## config.mk

```make
export PLATFORM = sky130hd
export DESIGN_NAME = debug_frame_sender_flat
export DESIGN_NICKNAME = d
export VERILOG_FILES = /design/src/rtl/debug_frame_sender_pkg.sv /design/src/rtl/debug_frame_sender_if.sv /design/src/rtl/debug_frame_sender.sv /design/src/flat_wrapper.sv
export SDC_FILE = /design/constraint.sdc
export NUM_CORES = 1
export LEC_CHECK = 0
export BUFFER_PORTS_ARGS = -buffer_cell sky130_fd_sc_hd__buf_4
export CAP_MARGIN = 5
export CORE_ASPECT_RATIO = 0.9
export CORE_MARGIN = 3
export CORE_UTILIZATION = 55
export CTS_CLUSTER_DIAMETER = 40
export CTS_CLUSTER_SIZE = 14
export DETAILED_ROUTE_END_ITERATION = 6
export PLACE_DENSITY = 0.8
export SLEW_MARGIN = 15
export SYNTH_ARGS = -nofsm -noshare
export SYNTH_HDL_FRONTEND = slang
export SYNTH_SLANG_ARGS = --single-unit
```

## constraint.sdc

```tcl
create_clock -name clock -period 2.9 [get_ports clock]
set_clock_uncertainty 0.1 [all_clocks]
set_input_delay 0.29 -clock clock [delete_from_list [all_inputs] [get_ports clock]]
set_output_delay 0.29 -clock clock [all_outputs]
set_load 0.1 [all_outputs]
```

## src/rtl/debug_frame_sender_pkg.sv

```systemverilog
// Shared debug definitions: frame marker, sender FSM states, snapshot size.
package debug_frame_sender_pkg;

    localparam logic [7:0]  FRAME_SOF     = 8'hA5;
    localparam int unsigned DBG_NUM_WORDS = 16;
    localparam int unsigned WORD_W        = 32;
    localparam int unsigned BYTE_W        = 8;

    typedef enum logic [2:0] {
        IDLE,
        SOF,
        COUNT,
        LOAD,
        WORD,
        CHK,
        DONE
    } state_e;

    // MSB-first byte select from a latched snapshot word.
    function automatic logic [BYTE_W-1:0] word_byte(input logic [WORD_W-1:0] w,
                                                    input logic [1:0]        idx);
        logic [BYTE_W-1:0] b;
        case (idx)
            2'd0:    b = w[31:24];
            2'd1:    b = w[23:16];
            2'd2:    b = w[15:8];
            default: b = w[7:0];
        endcase
        return b;
    endfunction

endpackage

```

## src/rtl/debug_frame_sender_if.sv

```systemverilog
// Snapshot-mux / UART-FIFO side signals of the debug frame sender.
interface debug_frame_sender_if
    import debug_frame_sender_pkg::*;
#(
    parameter int unsigned IDX_W = 4
);
    logic                start;
    logic                fifoFull;
    logic [WORD_W-1:0]   wordData;
    logic [IDX_W-1:0]    wordIndex;
    logic [BYTE_W-1:0]   dataToUartOutFifo;
    logic                writeFifoFlag;
    logic                pipeFreeze;
    logic                busy;
    logic                done;

    modport master (
        input  start, fifoFull, wordData,
        output wordIndex, dataToUartOutFifo, writeFifoFlag, pipeFreeze, busy, done
    );

    modport slave (
        output start, fifoFull, wordData,
        input  wordIndex, dataToUartOutFifo, writeFifoFlag, pipeFreeze, busy, done
    );
endinterface

```

## src/rtl/debug_frame_sender.sv

```systemverilog
// Serializes a frozen pipeline snapshot into SOF/count/payload/XOR-checksum bytes.
module debug_frame_sender
    import debug_frame_sender_pkg::*;
#(
    parameter int unsigned NUM_WORDS = DBG_NUM_WORDS,
    parameter logic [7:0]  SOF_BYTE  = FRAME_SOF,
    parameter int unsigned IDX_W     = (NUM_WORDS > 1) ? $clog2(NUM_WORDS) : 1
) (
    input logic                  clock,
    input logic                  reset,
    debug_frame_sender_if.master bus
);

    localparam logic [BYTE_W-1:0] COUNT_BYTE = BYTE_W'(NUM_WORDS);
    localparam logic [IDX_W-1:0]  LAST_IDX   = IDX_W'(NUM_WORDS - 1);

    state_e              state_q, state_d;
    logic [IDX_W-1:0]    word_idx_q, word_idx_d;
    logic [1:0]          byte_idx_q, byte_idx_d;
    logic [WORD_W-1:0]   word_reg_q, word_reg_d;
    logic [BYTE_W-1:0]   chk_q, chk_d;
    logic                pipe_freeze_q, pipe_freeze_d;
    logic                emit_c;
    logic                write_c;
    logic [BYTE_W-1:0]   byte_c;

    // Byte-emitting states strobe whenever the FIFO can take a byte.
    always_comb begin
        emit_c  = (state_q == SOF) || (state_q == COUNT) ||
                  (state_q == WORD) || (state_q == CHK);
        write_c = emit_c && !bus.fifoFull;
    end

    // Byte presented to the FIFO for the current state; zero when not emitting.
    always_comb begin
        byte_c = '0;
        case (state_q)
            SOF:     byte_c = SOF_BYTE;
            COUNT:   byte_c = COUNT_BYTE;
            WORD:    byte_c = word_byte(word_reg_q, byte_idx_q);
            CHK:     byte_c = chk_q;
            default: byte_c = '0;
        endcase
    end

    // Next-state, index, word latch and checksum update; everything holds on backpressure.
    always_comb begin
        state_d       = state_q;
        word_idx_d    = word_idx_q;
        byte_idx_d    = byte_idx_q;
        word_reg_d    = word_reg_q;
        chk_d         = chk_q;
        pipe_freeze_d = pipe_freeze_q;
        case (state_q)
            IDLE: begin
                if (bus.start) begin
                    state_d       = SOF;
                    word_idx_d    = '0;
                    byte_idx_d    = '0;
                    chk_d         = '0;
                    pipe_freeze_d = 1'b1;
                end
            end
            SOF: begin
                if (write_c) state_d = COUNT;
            end
            COUNT: begin
                if (write_c) begin
                    chk_d   = chk_q ^ byte_c;
                    state_d = LOAD;
                end
            end
            LOAD: begin
                word_reg_d = bus.wordData;
                byte_idx_d = '0;
                state_d    = WORD;
            end
            WORD: begin
                if (write_c) begin
                    chk_d = chk_q ^ byte_c;
                    if (byte_idx_q == 2'd3) begin
                        if (word_idx_q == LAST_IDX) begin
                            state_d = CHK;
                        end else begin
                            word_idx_d = word_idx_q + IDX_W'(1);
                            state_d    = LOAD;
                        end
                    end else begin
                        byte_idx_d = byte_idx_q + 2'd1;
                    end
                end
            end
            CHK: begin
                if (write_c) begin
                    state_d       = DONE;
                    pipe_freeze_d = 1'b0;
                end
            end
            DONE: begin
                state_d = IDLE;
            end
            default: begin
                state_d       = IDLE;
                pipe_freeze_d = 1'b0;
            end
        endcase
    end

    // State and datapath registers.
    always_ff @(posedge clock or negedge reset) begin
        if (!reset) begin
            state_q       <= IDLE;
            word_idx_q    <= '0;
            byte_idx_q    <= '0;
            word_reg_q    <= '0;
            chk_q         <= '0;
            pipe_freeze_q <= 1'b0;
        end else begin
            state_q       <= state_d;
            word_idx_q    <= word_idx_d;
            byte_idx_q    <= byte_idx_d;
            word_reg_q    <= word_reg_d;
            chk_q         <= chk_d;
            pipe_freeze_q <= pipe_freeze_d;
        end
    end

    assign bus.wordIndex         = word_idx_q;
    assign bus.dataToUartOutFifo = byte_c;
    assign bus.writeFifoFlag     = write_c;
    assign bus.pipeFreeze        = pipe_freeze_q;
    assign bus.busy              = (state_q != IDLE);
    assign bus.done              = (state_q == DONE);

endmodule

```

## src/flat_wrapper.sv

```systemverilog
// flat-port wrapper written by rule: the top's interface ports become plain ports
module debug_frame_sender_flat import debug_frame_sender_pkg::*;
#(
    parameter int unsigned NUM_WORDS = DBG_NUM_WORDS,
    parameter logic [7:0]  SOF_BYTE  = FRAME_SOF,
    parameter int unsigned IDX_W     = (NUM_WORDS > 1) ? $clog2(NUM_WORDS) : 1
)
  (clock, reset, bus_start, bus_fifoFull, bus_wordData, bus_wordIndex, bus_dataToUartOutFifo, bus_writeFifoFlag, bus_pipeFreeze, bus_busy, bus_done);
  debug_frame_sender_if #(.IDX_W(IDX_W)) bus_i ();
  input logic clock;
  input logic reset;
  input wire logic [$bits(bus_i.start)-1:0] bus_start;
  input wire logic [$bits(bus_i.fifoFull)-1:0] bus_fifoFull;
  input wire logic [$bits(bus_i.wordData)-1:0] bus_wordData;
  output wire logic [$bits(bus_i.wordIndex)-1:0] bus_wordIndex;
  output wire logic [$bits(bus_i.dataToUartOutFifo)-1:0] bus_dataToUartOutFifo;
  output wire logic [$bits(bus_i.writeFifoFlag)-1:0] bus_writeFifoFlag;
  output wire logic [$bits(bus_i.pipeFreeze)-1:0] bus_pipeFreeze;
  output wire logic [$bits(bus_i.busy)-1:0] bus_busy;
  output wire logic [$bits(bus_i.done)-1:0] bus_done;
  assign bus_i.start = bus_start;
  assign bus_i.fifoFull = bus_fifoFull;
  assign bus_i.wordData = bus_wordData;
  assign bus_wordIndex = bus_i.wordIndex;
  assign bus_dataToUartOutFifo = bus_i.dataToUartOutFifo;
  assign bus_writeFifoFlag = bus_i.writeFifoFlag;
  assign bus_pipeFreeze = bus_i.pipeFreeze;
  assign bus_busy = bus_i.busy;
  assign bus_done = bus_i.done;
  debug_frame_sender #(.NUM_WORDS(NUM_WORDS), .SOF_BYTE(SOF_BYTE), .IDX_W(IDX_W)) u_core (.clock(clock), .reset(reset), .bus(bus_i));
endmodule
```

==> insert_results.sql, run 1 <==
INSERT INTO impl_metrics (metric_group, metric, value, unit) VALUES
('outcome', 'outcome', 'finished, final reports clean', ''),
('finish', 'num_antenna_cells', '0', ''),
('finish', 'utilization', '69.8', '%'),
('setup_path', 'crit_chain', 'ha_1 -> or4b_4 -> o21ai_1 -> or2_1 -> buf_4', ''),
('finish', 'post_route_cell_area', '0.00315', 'mm²'),
('die', 'design.die.area', '0.00562', 'mm²'),
('yosys', 'yosys.area.top_type', 'sky130_fd_sc_hd__dfrtp_1', ''),
('yosys', 'synth-edff-count', '0', ''),
('power', 'irDropWorstVdd', '565', 'µV'),
('clock_network', 'numCtsBuffers', '5', ''),
('setup_path', 'timing.reg2reg.setup_slack', '0.80', 'ns'),
('yosys', 'ys_top_cells_by_count', 'sky130_fd_sc_hd__dfrtp_1 (50), sky130_fd_sc_hd__mux2_1 (30), sky130_fd_sc_hd__nand2_1 (17)', ''),
('die', 'fp.dieH', '71.4', 'µm'),
('timing', 'worst-slew-pin-transition', '0.673', 'ns'),
('timing', 'timing.final.ws_setup', '0.349', 'ns'),
('setup_path', 'worst_r2r_path_depth', '5', ''),
('routing', 'routed_wirelength', '5570', 'µm'),
('die', 'num_rows', '23', ''),
('timing', 'clock_period_minus_final_worst_setup_slack', '2.55', 'ns'),
('clock_network', 'post_cts.resized_instances', '0', ''),
('yosys', 'synth_area_leaders', 'sky130_fd_sc_hd__dfrtp_1 (48%), sky130_fd_sc_hd__mux2_1 (13%), sky130_fd_sc_hd__mux2i_1 (3.8%), sky130_fd_sc_hd__nand2_1 (2.4%), sky130_fd_sc_hd__ha_1 (2.4%)', ''),
('yosys', 'ys_async_sr_fraction', '100', '%'),
('yosys', 'postSynthNetCount', '267', ''),
('timing', 'slew_viol_final', '0', ''),
('yosys', 'ys.flop_type', 'sky130_fd_sc_hd__dfrtp_1', ''),
('die', 'floorplan.initialDensity', '57.9', '%'),
('finish', 'filler_cells_inserted', '333', ''),
('timing', 'rsz0062_at_grt', 'no', ''),
('setup_path', 'critical_path_required', '2.51', 'ns'),
('finish', 'final_net_count', '315', ''),
('setup_path', 'ws_path_type', 'reg -> out', ''),
('setup_path', 'cp-end-kind', 'primary output', ''),
('yosys', 'yosys_warnings', '0', ''),
('clock_network', 'h-tree-depth', '2', ''),
('routing', 'antenna_viol_nets_final', '0', ''),
('die', 'core_ar', '0.00452', 'mm²'),
('die', 'pin_count', '52', ''),
('placement', 'routabilityCongestion', '0.822', ''),
('routing', 'dr_total_vias', '1967', ''),
('routing', 'drc', '0', ''),
('global_route', 'via_count_of_the_first_global_routing_pass', '1960', ''),
('yosys', 'synth_largest_type_area_fraction', '47.8', '%'),
('global_route', 'gr-usage-all-layers', '21.5', '%'),
('routing', 'first_iter_violations', '159', ''),
('setup_path', 'max_stage_delay', '0.59', 'ns'),
('clock_network', 'cell_at_the_root_of_the_clock_tree', 'sky130_fd_sc_hd__clkbuf_8', ''),
('yosys', 'mappedNetlistArea', '0.00262', 'mm²'),
('job', 'max_cap_viol_count', '0', ''),
('finish', 'multi_input_area', '0.00127', 'mm²'),
('global_route', 'largest_net_degree_at_the_start_of_global_routing', '51', ''),
('min_path', 'worstHoldPathType', 'in -> reg', ''),
('min_path', 'worstHoldPathCells', '2', ''),
('routing', 'firstDrtPassIters', '4', ''),
('timing', 'hold_ws', '0.0829', 'ns'),
('yosys', 'post_synth_inst_count', '226', ''),
('yosys', 'synth-seq-area-share', '47.8', '%'),
('yosys', 'synth_cell_types', '42', ''),
('setup_path', 'critical_path.max_fanout', '5', ''),
('placement', 'place_hpwl', '3980', 'µm'),
('yosys', 'synth.most_common_cell', 'sky130_fd_sc_hd__dfrtp_1', ''),
('placement', 'placed_area', '0.00303', 'mm²'),
('yosys', 'synth.ff_latch_count', '50', ''),
('power', 'power.static_leakage', '1.46', 'nW'),
('clock_network', 'cts_max_path_buffers', '2', ''),
('clock_network', 'clk-insertion-delay-late', '0.31', 'ns'),
('min_path', 'holdPathEnd', 'u_core.word_reg_q[7]', ''),
('clock_network', 'postcts_setup_bufs', '0', ''),
('die', 'die_width', '78.7', 'µm'),
('placement', 'count_of_port_buffers_added_during_placement', '51', ''),
('placement', 'dpl_worst_slack', '0.673', 'ns'),
('global_route', 'global_route.overflow_total', '0', '');
-- cells in the final DEF (no fill, tap or decap), types with 2 or more instances in the layout --
cell type and count:
sky130_fd_sc_hd__a21boi_1 2, sky130_fd_sc_hd__nand2_1 17, sky130_fd_sc_hd__mux2_2 3, sky130_fd_sc_hd__ha_1 5, sky130_fd_sc_hd__a22oi_1 5, sky130_fd_sc_hd__a31oi_1 5
sky130_fd_sc_hd__and3_1 5, sky130_fd_sc_hd__or2_1 3, sky130_fd_sc_hd__o21ai_1 6, sky130_fd_sc_hd__or3b_1 2, sky130_fd_sc_hd__and3b_1 3, sky130_fd_sc_hd__a21oi_1 6
sky130_fd_sc_hd__nand3b_1 2, sky130_fd_sc_hd__dfrtp_1 50, sky130_fd_sc_hd__o31ai_1 4, sky130_fd_sc_hd__o32ai_2 3, sky130_fd_sc_hd__o221ai_1 3, sky130_fd_sc_hd__nand3_1 4
sky130_fd_sc_hd__inv_1 4, sky130_fd_sc_hd__clkbuf_8 5, sky130_fd_sc_hd__o211ai_1 5, sky130_fd_sc_hd__a222oi_1 4, sky130_fd_sc_hd__nor2b_1 7, sky130_fd_sc_hd__o21ai_0 4
sky130_fd_sc_hd__mux2_1 30, sky130_fd_sc_hd__nand2b_1 4, sky130_fd_sc_hd__mux2i_1 10, sky130_fd_sc_hd__buf_4 56, sky130_fd_sc_hd__a211oi_2 4
-- registers in the layout, summed over array words and instances (netlist names) --
name	cells
u_core.word_reg_q	32
u_core.chk_q	8
u_core.bus.wordIndex	4
u_core.state_q	3
u_core.byte_idx_q	2
u_core.bus.pipeFreeze	1
-- timing repair --
item | in CTS | in global routing
hold endpoints to repair | 50 | 0
hold buffers | 1 | 0
endpoints found under the setup margin | 0 | 0
-- worst max-delay path by stage --
stage	from	end	slack, ns	cells after the start
floorplan	u_core.byte_idx_q[0]	u_core.chk_q[5]	0.07	5
detailed placement	u_core.byte_idx_q[0]	bus_dataToUartOutFifo[4]	0.67	5
CTS	u_core.byte_idx_q[0]	bus_dataToUartOutFifo[4]	0.33	5
global placement	u_core.byte_idx_q[0]	bus_dataToUartOutFifo[4]	0.69	5
finish	u_core.byte_idx_q[0]	bus_dataToUartOutFifo[4]	0.35	5
global route	u_core.byte_idx_q[0]	bus_dataToUartOutFifo[4]	0.27	6
-- through the flow --
stage | power [W] | cells
final | 0.00378 | 337
after global placement | 0.00325 | 328
after CTS | 0.00380 | 337
after floorplan | 0.00284 | 226
after global routing | 0.00400 | 337
after detailed placement | 0.00329 | 328
-- logic make-up after synthesis --
group	synth area share [%]
flops	47.8
mux	18.0
compound gates	15.9
buf+inv	3.73
fa+ha+maj	2.39
simple gates	12.1
-- where the power goes --
group,internal (W),total [W],switching [W]
sequential,0.00102,0.00124,0.000226
combinational,0.000656,0.00204,0.00139
clock,0.000258,0.000496,0.000238
total,0.00193,0.00378,0.00185
-- cell type report --
| cell class | instances | share of cell area (%) |
|---|---|---|
| clock inverter | 2 | 1.19 |
| timing repair buffer | 57 | 13.6 |
| multi-input combinational | 155 | 40.1 |
| tap | 62 | 2.46 |
| sequential | 50 | 39.7 |
| clock buffer | 6 | 2.30 |
| inverter | 5 | 0.595 |
-- metal layers --
metal | global-route usage (%) | wire (µm) | vias to the layer above
met1 | 30.0 | 2520 | 979
met2 | 33.4 | 2680 | 49
met3 | 4.40 | 292 | 8
met5 | 0 | 0 | -
met4 | 7.96 | 83 | 0
li1 | - | - | 931
-- worst max-delay path: cells and delay by family, from the launching register on --
| family | cells | cell delay (ns) |
|---|---|---|
| and+or+nand+nor | 2 | 0.71 |
| adders and majority gates | 1 | 0.23 |
| DFF | 1 | 0.43 |
| AOI/OAI and AO/OA | 1 | 0.20 |
| buffers and inverters | 1 | 0.28 |
Note: power is estimated with default switching activity, not from simulation.
==> run 2: changes to the inputs <==
--- a/config.mk
+++ b/config.mk
@@ -5,6 +5,7 @@
 export SDC_FILE = /design/constraint.sdc
 export NUM_CORES = 1
 export LEC_CHECK = 0
+export ABC_AREA = 1
 export BUFFER_PORTS_ARGS = -buffer_cell sky130_fd_sc_hd__buf_4
 export CAP_MARGIN = 5
 export CORE_ASPECT_RATIO = 0.9
==> run 2 against run 1 <==
Against the previous run:
- wire length is 5.0% higher
- worst setup slack worse by 0.0073 ns
- via count up 13%
- largest cell class unchanged
- critical path type unchanged
- utilization rose by 0.13 points
- highest routed layer unchanged
- critical path depth grew 1
- worst hold slack better by 0.017 ns
- non-clock buffer count fell by 3
- design area rose by 1.5%
- combinational power grew 2%
- sequential power barely moved
- synthesized cell count up 31%
==> insert_results.sql, run 2 <==
INSERT INTO impl_metrics (metric_group, metric, value, unit) VALUES
('routing', 'antenna_viol_nets_final', '0', ''),
('finish', 'final_net_count', '387', ''),
('clock_network', 'postcts_setup_bufs', '0', ''),
('finish', 'final_layout_size_suffix_gt1_share', '30.8', '%'),
('clock_network', 'cts.sinks', '50', ''),
('timing', 'clock.fmax', '0.391', 'GHz'),
('setup_path', 'startpoint_type', 'flop', ''),
('finish', 'seq_area', '0.00125', 'mm²'),
('yosys', 'mappedNetlistArea', '0.00268', 'mm²'),
('clock_network', 'cts.clk_slew.worst_paths', '0.10', 'ns'),
('yosys', 'yosys_warnings', '0', ''),
('yosys', 'post_synth_inst_count', '297', ''),
('die', 'fp.dieH', '72.2', 'µm'),
('finish', 'mostFrequentLayoutCell', 'sky130_fd_sc_hd__nand2_1', ''),
('routing', 'dr_total_vias', '2220', ''),
('clock_network', 'post_cts.resized_instances', '0', ''),
('setup_path', 'ws_path_type', 'reg -> out', ''),
('timing', 'setup_viol', '0', ''),
('power', 'power.density_cell_area', '1180', 'mW/mm²'),
('routing', 'routed_wirelength', '5850', 'µm'),
('die', 'num_rows', '23', ''),
('setup_path', 'arrival', '2.17', 'ns'),
('global_route', 'grt_antenna_before_repair', '0', ''),
('yosys', 'synth_area_leaders', 'sky130_fd_sc_hd__dfrtp_1 (47%), sky130_fd_sc_hd__mux2_2 (13%), sky130_fd_sc_hd__nand2_1 (11%), sky130_fd_sc_hd__nand3_1 (6.4%), sky130_fd_sc_hd__o21ai_0 (3.6%)', ''),
('setup_path', 'cp-end-kind', 'primary output', ''),
('setup_path', 'critical_path.max_fanout', '14', ''),
('setup_path', 'beginning_of_the_worst_register_to_register_path', 'u_core.state_q[2]', ''),
('setup_path', 'max_stage_delay', '0.54', 'ns'),
('yosys', 'synth-edff-count', '0', ''),
('yosys', 'synth_cell_types', '24', ''),
('power', 'cellInternalPower', '0.00188', 'W'),
('clock_network', 'cell_at_the_root_of_the_clock_tree', 'sky130_fd_sc_hd__clkbuf_8', ''),
('finish', 'largest-register', 'u_core.word_reg_q', ''),
('routing', 'first_iter_violations', '177', ''),
('finish', 'utilization', '69.9', '%'),
('setup_path', 'critical_path_required', '2.51', 'ns'),
('finish', 'multi_input_area', '0.00126', 'mm²'),
('timing', 'layout_worst_path_cycle_share', '88.2', '%'),
('placement', 'routabilityCongestion', '0.914', ''),
('global_route', 'global_route.overflow_total', '0', ''),
('setup_path', 'cp_endpoint', 'bus_dataToUartOutFifo[4]', ''),
('placement', 'count_of_port_buffers_added_during_placement', '51', ''),
('timing', 'timing.final.hold_violations', '0', ''),
('clock_network', 'clk-insertion-delay-late', '0.31', 'ns'),
('die', 'die_width', '79.5', 'µm'),
('yosys', 'synth.ff_latch_count', '50', ''),
('yosys', 'synthesis.area_per_instance', '9.01', 'µm²'),
('finish', 'filler_cells_inserted', '363', ''),
('finish', 'most-common-layout-cells', 'sky130_fd_sc_hd__nand2_1 (77), sky130_fd_sc_hd__buf_4 (52), sky130_fd_sc_hd__dfrtp_1 (50)', ''),
('yosys', 'ys_top_cells_by_count', 'sky130_fd_sc_hd__nand2_1 (77), sky130_fd_sc_hd__dfrtp_1 (50), sky130_fd_sc_hd__nand3_1 (34)', ''),
('timing', 'slew_viol_final', '0', ''),
('global_route', 'largest_net_degree_at_the_start_of_global_routing', '51', ''),
('clock_network', 'tritoncts', 'built', ''),
('routing', 'firstDrtPassIters', '5', ''),
('power', 'combPwrFrac', '55.4', '%'),
('power', 'irDropWorstVdd', '666', 'µV'),
('clock_network', 'numCtsBuffers', '5', ''),
('finish', 'largest_register_ff_count', '32', ''),
('finish', 'syn2layout_area_growth', '19.6', '%'),
('finish', 'num_antenna_cells', '0', ''),
('placement', 'placed_area', '0.00309', 'mm²'),
('setup_path', 'cp_top_family', 'buffers and inverters', ''),
('timing', 'worst-slew-pin-transition', '0.620', 'ns'),
('setup_path', 'critPathLaunch', 'u_core.state_q[2]', ''),
('timing', 'clock_period_minus_final_worst_setup_slack', '2.56', 'ns'),
('routing', 'drc', '0', ''),
('timing', 'finalSetupTns', '0', 'ns'),
('min_path', 'worstHoldPathType', 'in -> reg', ''),
('clock_network', 'cts_max_path_buffers', '2', ''),
('setup_path', 'crit_chain', 'inv_1 -> nand3_1 -> nand2_1 -> inv_1 -> nand3_1 -> buf_4', ''),
('power', 'power.static_leakage', '1.53', 'nW'),
('outcome', 'outcome', 'finished, final reports clean', ''),
('routing', 'post_drt_via_cell_ratio', '5.43', ''),
('yosys', 'synth-seq-area-share', '46.8', '%'),
('setup_path', 'critical_path.n_buffers_inverters', '3', ''),
('die', 'pin_count', '52', ''),
('die', 'design.die.area', '0.00574', 'mm²'),
('yosys', 'ys.flop_type', 'sky130_fd_sc_hd__dfrtp_1', ''),
('yosys', 'postSynthNetCount', '338', ''),
('setup_path', 'critPathSlowestCell', 'sky130_fd_sc_hd__dfrtp_1', ''),
('clock_network', 'cts_hold_buffers', '1', ''),
('die', 'floorplan.initialDensity', '58.5', '%'),
('setup_path', 'timing.reg2reg.setup_slack', '0.68', 'ns'),
('setup_path', 'crit_cells', '6', ''),
('yosys', 'synth_largest_type_area_fraction', '46.8', '%'),
('power', 'pwr-share-seq', '32.8', '%'),
('yosys', 'ys_async_sr_fraction', '100', '%'),
('timing', 'rsz0062_at_grt', 'no', ''),
('yosys', 'synth.most_common_cell', 'sky130_fd_sc_hd__nand2_1', ''),
('routing', 'post_drt_wl_per_cell', '14.3', 'µm'),
('setup_path', 'reg_to_reg_critical_path_endpoint', 'u_core.byte_idx_q[1]', ''),
('global_route', 'via_count_of_the_first_global_routing_pass', '2180', ''),
('yosys', 'yosys.area.top_type', 'sky130_fd_sc_hd__dfrtp_1', ''),
('timing', 'timing.slew.headroom', '58.6', '%'),
('setup_path', 'worst_r2r_path_depth', '6', ''),
('die', 'core_ar', '0.00458', 'mm²'),
('clock_network', 'h-tree-depth', '2', ''),
('finish', 'post_route_cell_area', '0.00320', 'mm²'),
('global_route', 'gr-usage-all-layers', '22.6', '%'),
('global_route', 'global_route_wire_length_before_repair', '10100', 'µm'),
('power', 'p_clk_share', '11.7', '%'),
('power', 'switching_share', '50.1', '%'),
('job', 'max_cap_viol_count', '0', ''),
('power', 'p_sw', '0.00188', 'W'),
('placement', 'place_hpwl', '4410', 'µm');
## run 2: cell types whose count changed in the layout (fill, tap and decap cells not counted), moves of 6 or more
cell / change
sky130_fd_sc_hd__mux2_2: +28
sky130_fd_sc_hd__mux2i_1: -10
sky130_fd_sc_hd__o21ai_0: +15
sky130_fd_sc_hd__mux2_1: -30
sky130_fd_sc_hd__nor2_1: +9
sky130_fd_sc_hd__nand4_1: +15
sky130_fd_sc_hd__o21ai_1: -6
sky130_fd_sc_hd__inv_1: +17
sky130_fd_sc_hd__nor2b_1: -7
sky130_fd_sc_hd__nand2_1: +60
sky130_fd_sc_hd__nand3_1: +30
## run 2: cell type report
class / instances / area share, %
multi-input cells: 211 / 39.4
flip-flops and latches: 50 / 39.1
repair buffers: 54 / 13.1
inverters: 24 / 2.81
clock buffers: 6 / 2.58
well taps: 62 / 2.42
clock inverters: 2 / 0.508
## run 2: how the worst min path moves through the flow
stage	startpoint	endpoint	slack, ns	depth (start not counted)
3_3_place_gp	reset	u_core.bus.wordIndex[0]	0.25	1
6_report	bus_wordData[23]	u_core.word_reg_q[23]	0.10	2
4_1_cts	bus_wordData[23]	u_core.word_reg_q[23]	0.1	2
2_1_floorplan	reset	u_core.bus.pipeFreeze	-0.11	0
3_5_place_dp	reset	u_core.bus.wordIndex[2]	0.25	1
5_1_grt	bus_wordData[23]	u_core.word_reg_q[23]	0.09	2
## run 2: cell families (layout without fill, tap and decap cells)
group	count (synthesis)	in the layout	synth area share, %
adders and majority gates	5	5	2.34
AOI/OAI and AO/OA	29	29	6.13
muxes	31	31	13.0
DFF	50	50	46.8
and+or+nand+nor	145	145	25.2
buffers and inverters	36	86	6.22
xor gates and xnor gates	1	1	0.327
## run 2: power by group through the flow
stage,combinational (W),sequential [W],clock [W]
3_5_place_dp,0.00208,0.00125,0
4_1_cts,0.00209,0.00123,0.000448
6_report,0.00209,0.00124,0.000442
5_1_grt,0.00226,0.00127,0.000481
3_3_place_gp,0.00205,0.00123,0
2_1_floorplan,0.00160,0.00129,0
## run 2: worst reg2reg max path, cell delays in order (launching register included)
cell and delay [ns]:
sky130_fd_sc_hd__dfrtp_1 0.54, sky130_fd_sc_hd__inv_1 0.44, sky130_fd_sc_hd__nand3_2 0.36, sky130_fd_sc_hd__buf_12 0.28
sky130_fd_sc_hd__a21oi_1 0.26, sky130_fd_sc_hd__nand3_1 0.10, sky130_fd_sc_hd__o21ai_0 0.08
## run 2: metrics by stage
step | setup WS (ns) | hold slack [ns] | total power (W) | instances
global route | 0.147 | 0.0907 | 0.00401 | 409
global placement | 0.754 | 0.253 | 0.00328 | 400
finish | 0.342 | 0.100 | 0.00377 | 409
detailed placement | 0.706 | 0.251 | 0.00333 | 400
floorplan | 0.542 | -0.106 | 0.00289 | 297
CTS | 0.369 | 0.0957 | 0.00377 | 409
## run 2: layer usage
layer / vias up / global-route usage [%] / part of all wire (%)
met5: - / 0 / 0
met2: 75 / 36.1 / 49
met3: 7 / 5.09 / 6.4
li1: 1101 / - / -
met1: 1037 / 31.3 / 44
met4: 0 / 6.49 / 1.1
